### src/rtl/poly_ready_generator.sv
// poly_ready_generator: polyphonic tick generator.
// Up to NUM_VOICES of the pressed keys are each given a voice. Every voice
// counts up to a key-dependent divider and emits a one-cycle ready pulse
// each time it reaches it.
// Optional feature: define POLY_READY_TONE_EN to get a per-voice square wave
// on tone; without it tone is tied to 0.
module poly_ready_generator #(
  parameter int unsigned NUM_KEYS   = 17,
  parameter int unsigned NUM_VOICES = 4,
  parameter int unsigned CNT_W      = 12,
  parameter int unsigned SHIFT_W    = 2
) (
  input  logic                  clk,
  input  logic                  restart,
  input  logic [NUM_KEYS-1:0]   key_num,
  input  logic [SHIFT_W-1:0]    shift,
  output logic [NUM_VOICES-1:0] ready,
  output logic [NUM_VOICES-1:0] voice_active,
  output logic [NUM_VOICES-1:0] tone
);

  localparam int unsigned KEY_W = (NUM_KEYS > 1) ? $clog2(NUM_KEYS) : 1;

  logic [KEY_W-1:0]      key_d [NUM_VOICES];
  logic [KEY_W-1:0]      key_q [NUM_VOICES];
  logic [NUM_VOICES-1:0] act_d, act_q;
  logic [CNT_W-1:0]      div_d [NUM_VOICES];
  logic [CNT_W-1:0]      div_q [NUM_VOICES];
  logic [CNT_W-1:0]      cnt_d [NUM_VOICES];
  logic [CNT_W-1:0]      cnt_q [NUM_VOICES];
  logic [NUM_VOICES-1:0] rdy_d, rdy_q;
  logic [NUM_VOICES-1:0] chg;

  // Divider for a key: semitone base value shifted down by octave plus shift.
  function automatic logic [CNT_W-1:0] div_of(input logic [KEY_W-1:0] key,
                                              input logic [SHIFT_W-1:0] sh);
    logic [10:0] b;
    int unsigned k;
    int unsigned amt;
    k   = 32'(key);
    amt = k / 12 + 32'(sh);
    case (k % 12)
      0:       b = 11'd1612;
      1:       b = 11'd1522;
      2:       b = 11'd1437;
      3:       b = 11'd1356;
      4:       b = 11'd1280;
      5:       b = 11'd1208;
      6:       b = 11'd1140;
      7:       b = 11'd1076;
      8:       b = 11'd1016;
      9:       b = 11'd959;
      10:      b = 11'd905;
      default: b = 11'd854;
    endcase
    div_of = CNT_W'(b >> amt);
  endfunction

  // Allocation: voice v takes the (v+1)-th pressed key in ascending index.
  always_comb begin
    int unsigned n;
    n = 0;
    act_d = '0;
    for (int unsigned v = 0; v < NUM_VOICES; v++) key_d[v] = '0;
    for (int unsigned i = 0; i < NUM_KEYS; i++) begin
      if (key_num[NUM_KEYS-1-i]) begin
        for (int unsigned v = 0; v < NUM_VOICES; v++) begin
          if (n == v) begin
            key_d[v] = KEY_W'(i);
            act_d[v] = 1'b1;
          end
        end
        n = n + 1;
      end
    end
  end

  // Per-voice divider from the registered allocation and the live shift.
  always_comb begin
    for (int unsigned v = 0; v < NUM_VOICES; v++) div_d[v] = div_of(key_q[v], shift);
  end

  // Per-voice counter: restart on allocation change, else count to divider.
  always_comb begin
    rdy_d = '0;
    chg   = '0;
    for (int unsigned v = 0; v < NUM_VOICES; v++) begin
      cnt_d[v] = '0;
      chg[v]   = (key_d[v] != key_q[v]) || (act_d[v] != act_q[v]);
      if (!chg[v] && act_q[v]) begin
        if (cnt_q[v] >= div_q[v]) begin
          rdy_d[v] = 1'b1;
        end else begin
          cnt_d[v] = cnt_q[v] + 1'b1;
        end
      end
    end
  end

  // Allocation, divider, counter and pulse registers.
  always_ff @(posedge clk or posedge restart) begin
    if (restart) begin
      for (int unsigned v = 0; v < NUM_VOICES; v++) begin
        key_q[v] <= '0;
        div_q[v] <= '0;
        cnt_q[v] <= '0;
      end
      act_q <= '0;
      rdy_q <= '0;
    end else begin
      for (int unsigned v = 0; v < NUM_VOICES; v++) begin
        key_q[v] <= key_d[v];
        div_q[v] <= div_d[v];
        cnt_q[v] <= cnt_d[v];
      end
      act_q <= act_d;
      rdy_q <= rdy_d;
    end
  end

  assign ready        = rdy_q;
  assign voice_active = act_q;

`ifdef POLY_READY_TONE_EN
  logic [NUM_VOICES-1:0] tone_d, tone_q;

  // Square wave: toggle on each tick, zero when the voice is idle or re-keyed.
  always_comb begin
    tone_d = '0;
    for (int unsigned v = 0; v < NUM_VOICES; v++) begin
      if (!chg[v] && act_q[v]) tone_d[v] = tone_q[v] ^ rdy_d[v];
    end
  end

  // Tone register.
  always_ff @(posedge clk or posedge restart) begin
    if (restart) tone_q <= '0;
    else         tone_q <= tone_d;
  end

  assign tone = tone_q;
`else
  assign tone = '0;
`endif

endmodule

### config.mk
export PLATFORM = sky130hd
export DESIGN_NAME = poly_ready_generator
export DESIGN_NICKNAME = d
export VERILOG_FILES = /design/src/rtl/poly_ready_generator.sv
export SDC_FILE = /design/constraint.sdc
export NUM_CORES = 1
export LEC_CHECK = 0
export BUFFER_PORTS_ARGS = -buffer_cell sky130_fd_sc_hd__buf_2
export CAP_MARGIN = 10
export CORE_MARGIN = 2
export CORE_UTILIZATION = 66
export CTS_BUF_LIST = sky130_fd_sc_hd__clkbuf_8
export DETAILED_ROUTE_END_ITERATION = 7
export PLACE_DENSITY = 0.95
export SLEW_MARGIN = 30
export SYNTH_ARGS = -nofsm -noshare
export SYNTH_HDL_FRONTEND = slang
export SYNTH_SLANG_ARGS = --single-unit
export TNS_END_PERCENT = 100
### constraint.sdc
create_clock -name clk -period 7.9 [get_ports clk]
set_input_delay 1.185 -clock clk [delete_from_list [all_inputs] [get_ports clk]]
set_output_delay 1.185 -clock clk [all_outputs]
set_load 0.05 [all_outputs]
==> impl_metrics.py, run 1 <==
metrics = {
    "outcome": {
        "status": "did not finish",
        "haltStage": "global routing",
        "stop_error": "[ERROR GRT-0232] Routing congestion too high. Check the congestion heatmap in the GUI.",
    },
    "clock_tree": {
        "root_buffer": "clkbuf_8",
        "clk_path_buf_depth": 2,
        "cts_buffers": 17,
        "clock_sinks": 120,
        "cts-htree-levels": 4,
    },
    "timing": {
        "endpoint_type": "sequential cell input",
        "postGrtWorstEndpoint": "cnt_q[20]$_DFF_PP0_/D",
    },
    "synth": {
        "seq_area_frac_synth_pct": 23.4,
        "synth-seq-cells": 120,
        "avgSynthCellArea_um2": 8.08,
        "netlist.area_leader.share_pct": 23.4,
        "synth_cell_types": 97,
        "synth_edf_count": 0,
        "synth_cells": 1592,
        "netlist_area_um2": 12900,
        "synth_top_area_cell": "dfrtp_1",
        "ys.flop_type": "dfrtp_1",
        "synthArstFlopShare_pct": 100,
        "ys.warnings.count": 0,
        "synthTopCellsByArea": "dfrtp_1 23%, ha_1 14%, nand2_1 4.6%, a21oi_1 3.9%, nor2_1 3.4%",
    },
    "grt": {
        "grt_usage_pct": 78.5,
        "overflow": 165,
        "grt_max_degree": 84,
    },
    "place": {
        "hpwl_um": 27000,
        "port_buffers": 28,
        "place_inst": 2017,
        "place_congestion": 0.986,
        "dpl-instance-area_um2": 14900,
    },
    "die": {
        "rows": 51,
        "die_h_um": 144,
        "floorplan.initialDensity_pct": 66.7,
        "die_w_um": 144,
        "io_pins": 33,
    },
}
## synth_stat cells (5+ instances only)
master,number
a221o_1,6
or3_1,6
a32oi_1,6
mux2i_1,28
xnor2_1,46
nand2b_1,29
nor2_1,118
nor2b_1,30
o31ai_1,8
nor3b_1,15
nand3b_1,8
a31oi_1,17
xor2_1,33
a21oi_1,100
nand3_1,65
ha_1,142
or4_1,5
dfrtp_1,120
nor4_2,11
xnor3_1,8
a21o_1,19
nand4_1,8
nor3_1,40
nand2_1,157
o21ai_0,86
inv_1,97
and2_1,22
o22ai_1,5
o31a_1,6
buf_2,12
a211oi_1,32
buf_4,9
nor4_1,54
and3_1,30
or2_2,9
clkbuf_1,63
mux2_2,12
o211ai_1,10
o21a_1,10
fa_1,5
## per-stage QoR
stage	utilization [%]	hold slack, ps	worst slack [ps]	setup TNS (ps)
4_1_cts	86.2	576	-2040	-132170
2_1_floorplan	-	501	-2780	-181790
3_5_place_dp	77.5	558	-2920	-195020
3_3_place_gp	77.4	545	-2430	-165630
## routing by layer
layer | GRT overflow | GRT usage (%)
met5 | 1 | 33.1
met4 | 71 | 85.0
met3 | 5 | 64.4
met2 | 88 | 94.5
met1 | 0 | 75.2
## logic make-up after synthesis
family | count (synthesis) | synth area share [%]
compound gates | 366 | 18.6
xor+xnor | 95 | 8.13
fa+ha+maj | 149 | 14.8
buf+inv | 189 | 5.96
flops | 120 | 23.4
mux | 42 | 3.51
other cells | 1 | 0.0292
simple gates | 630 | 25.7
## repair_timing
action	in CTS
gates cloned	3
gates resized for setup	122
setup endpoints to repair	76
hold buffers	0
setup buffers	74
pin swaps	42
==> inputs of run 2 (changes only) <==
- CORE_UTILIZATION: 66 -> 40
- CTS_BUF_LIST: sky130_fd_sc_hd__clkbuf_8 -> not set
- PLACE_DENSITY: 0.95 -> not set
- PLACE_DENSITY_LB_ADDON: not set -> 0.15
==> run 2 against run 1 <==
Against the previous run:
- the flow now finishes, with violations (negative setup slack)
- synthesized area unchanged
- synthesized cell count unchanged
==> impl_metrics.py, run 2 <==
metrics = {
    "outcome": {
        "status": "finished with violations",
        "violations": "negative setup slack",
    },
    "finish": {
        "nets": 2007,
        "top_regs": "cnt_q (48), div_q (44), key_q (20)",
        "final_common_cell": "buf_4",
        "largest_reg_flops": 48,
        "layout_common_cells": "252 x buf_4, 147 x nand2_1, 129 x ha_1, 120 x dfrtp_1, 106 x nor2_1",
        "area_growth_pct": 35.7,
        "diodes": 0,
        "layout-drive-gt1-share_pct": 30.0,
        "largest_register": "cnt_q",
        "fin_util_pct": 55.2,
    },
    "timing": {
        "tns_ps": -146780,
        "slew_violations": 0,
        "rsz0062_at_grt": "true",
        "setup_viol": 76,
        "tightestPinTransition_ps": 1000,
        "setup_slack_ps": -2360,
        "period_share_pct": 130,
        "fin_crit_ps": 10260,
        "hold_violations": 0,
        "slew_headroom_pct": 33.0,
        "skew_ps": 9.17,
        "max_freq_mhz": 97.4,
        "holdWs_ps": 630,
    },
    "grt": {
        "grt_pass1_vias": 11900,
        "grt_usage_pct": 20.9,
        "antenna_found_initial": 0,
        "overflow": 0,
        "grt_pass1_wl_um": 57800,
        "grt_max_degree": 68,
    },
    "worst_setup_path": {
        "required_ps": 8210,
        "crit_start": "key_num[15]",
        "critical_path_buf_inv_count": 11,
        "critical_path_arrival_ps": 10570,
        "crit_path_start_kind": "input pin",
        "critPathCaptureType": "flop",
        "worstSetupPathType": "input pin to flop",
        "slowest_delay_ps": 610,
        "rr_startpoint": "cnt_q[12]$_DFF_PP0_",
        "cp_slowest_cell": "fa_2",
        "crit_fanout": 7,
        "cp_common_cell": "ha_4",
        "crit_family": "adder cells",
    },
    "place": {
        "place_congestion": 0.882,
        "port_buffers": 28,
        "hpwl_um": 26700,
    },
    "run": {
        "maxCapViolations": 0,
    },
    "clock_tree": {
        "root_buffer": "clkbuf_16",
        "cts-hold-fix-buffers": 0,
        "clk_path_buf_depth": 2,
        "cts-htree-levels": 4,
        "path_clk_slew_ps": 60,
        "cts_tree": "built",
        "insertion_delay_ps": 420,
        "cts_buffers": 17,
        "clock_sinks": 120,
    },
    "synth": {
        "synth_top_area_cell": "dfrtp_1",
        "yosys.area_share.adder_pct": 14.8,
        "post-synth-top-count-cell": "nand2_1",
        "seq_area_frac_synth_pct": 23.4,
        "yosys.area_share.xor_xnor_pct": 8.12,
        "synth.area.mux_share_pct": 3.51,
        "ys.warnings.count": 0,
        "synth_compound_area_share_pct": 18.6,
        "synth_top_family_by_area": "simple AND/OR/NAND/NOR gates",
        "synth_cell_types": 97,
        "synthArstFlopShare_pct": 100,
        "netlist_area_um2": 12900,
        "synth_edf_count": 0,
        "synthTopCellsByArea": "dfrtp_1 23%, ha_1 14%, nand2_1 4.6%, a21oi_1 3.9%, nor2_1 3.4%",
        "synth_common_cells": "157 x nand2_1, 142 x ha_1, 120 x dfrtp_1",
        "avgSynthCellArea_um2": 8.08,
        "ys.flop_type": "dfrtp_1",
        "synth-simple-area-share_pct": 25.7,
        "synth_cells": 1592,
        "netlist.area_leader.share_pct": 23.4,
        "synth-seq-cells": 120,
    },
    "detailed_routing": {
        "via_per_inst": 5.40,
        "vias": 12200,
        "routedWlPerCell_um": 15.7,
        "drc": 0,
        "ant_nets": 0,
        "first_pass_iters": 5,
        "drt-initial-drc-count": 675,
        "routed_wl_um": 35500,
    },
    "worst_hold_path": {
        "min_from": "cnt_q[45]$_DFF_PP0_",
        "worstHoldPathType": "flop to flop",
    },
    "die": {
        "rows": 65,
        "floorplan.initialDensity_pct": 40.6,
        "dieArea_um2": 33600,
        "die_w_um": 183,
        "io_pins": 33,
        "die_h_um": 183,
        "coreArea_um2": 31600,
    },
}
run 2: final timing paths:
kind | end | slack [ps] | depth (start not counted)
min in group asynchronous | cnt_q[11]$_DFF_PP0_ | 950 | 2
max in group asynchronous | key_q[13]$_DFF_PP0_ | 5760 | 3
max | cnt_q[16]$_DFF_PP0_ | -2360 | 56
min | cnt_q[45]$_DFF_PP0_ | 630 | 2
max reg2reg | cnt_q[16]$_DFF_PP0_ | 4370 | 17
min reg2reg | cnt_q[45]$_DFF_PP0_ | 630 | 2
run 2: cell families (layout without fill, tap and decap cells):
| group | Yosys count | in the layout |
|---|---|---|
| other | 1 | 4 |
| and+or+nand+nor | 630 | 631 |
| adders and majority gates | 149 | 149 |
| xor gates and xnor gates | 95 | 95 |
| buffers and inverters | 189 | 445 |
| muxes | 42 | 42 |
| DFF | 120 | 120 |
| AOI/OAI and AO/OA | 366 | 366 |
run 2: cell type report:
| type | instances | area [um^2] |
|---|---|---|
| Fill cell | 2865 | 14200 |
| Sequential cell | 120 | 3000 |
| Clock inverter | 12 | 149 |
| Inverter | 100 | 380 |
| Timing Repair Buffer | 313 | 2510 |
| Tap cell | 402 | 503 |
| Clock buffer | 20 | 447 |
| Multi-Input combinational cell | 1287 | 10500 |
run 2: metal layers:
layer | global-route usage (%) | up-vias | routed length [um]
li1 | - | 6185 | -
met1 | 28.7 | 5770 | 17200
met2 | 35.1 | 167 | 16800
met3 | 1.97 | 41 | 818
met4 | 5.92 | 0 | 706
met5 | 0 | - | 0
run 2: timing repair:
action	in CTS	in global routing
gates cloned	4	2
setup endpoints to repair	76	76
hold endpoints to repair	0	0
setup buffers	16	24
gates resized for setup	90	118
pin swaps	34	52
run 2: stage by stage:
step	setup WS [ps]	std cells	instance area, um^2
after floorplan	-2780	1595	13200
after global placement	-2580	2180	15300
after detailed placement	-2810	2180	15300
after CTS	-2170	2232	16600
after global routing	-2750	2254	17500
final	-2360	2254	17500
run 2: worst min-delay path: stages, from the launching register on:
cell and delay [ps]:
dfrtp_1 410, xnor2_1 150, nor4_2 40
Power of run 2 is left out: the tool's default activity adds up to more than one toggle a clock period on the data nets, which glitch-free logic cannot reach.
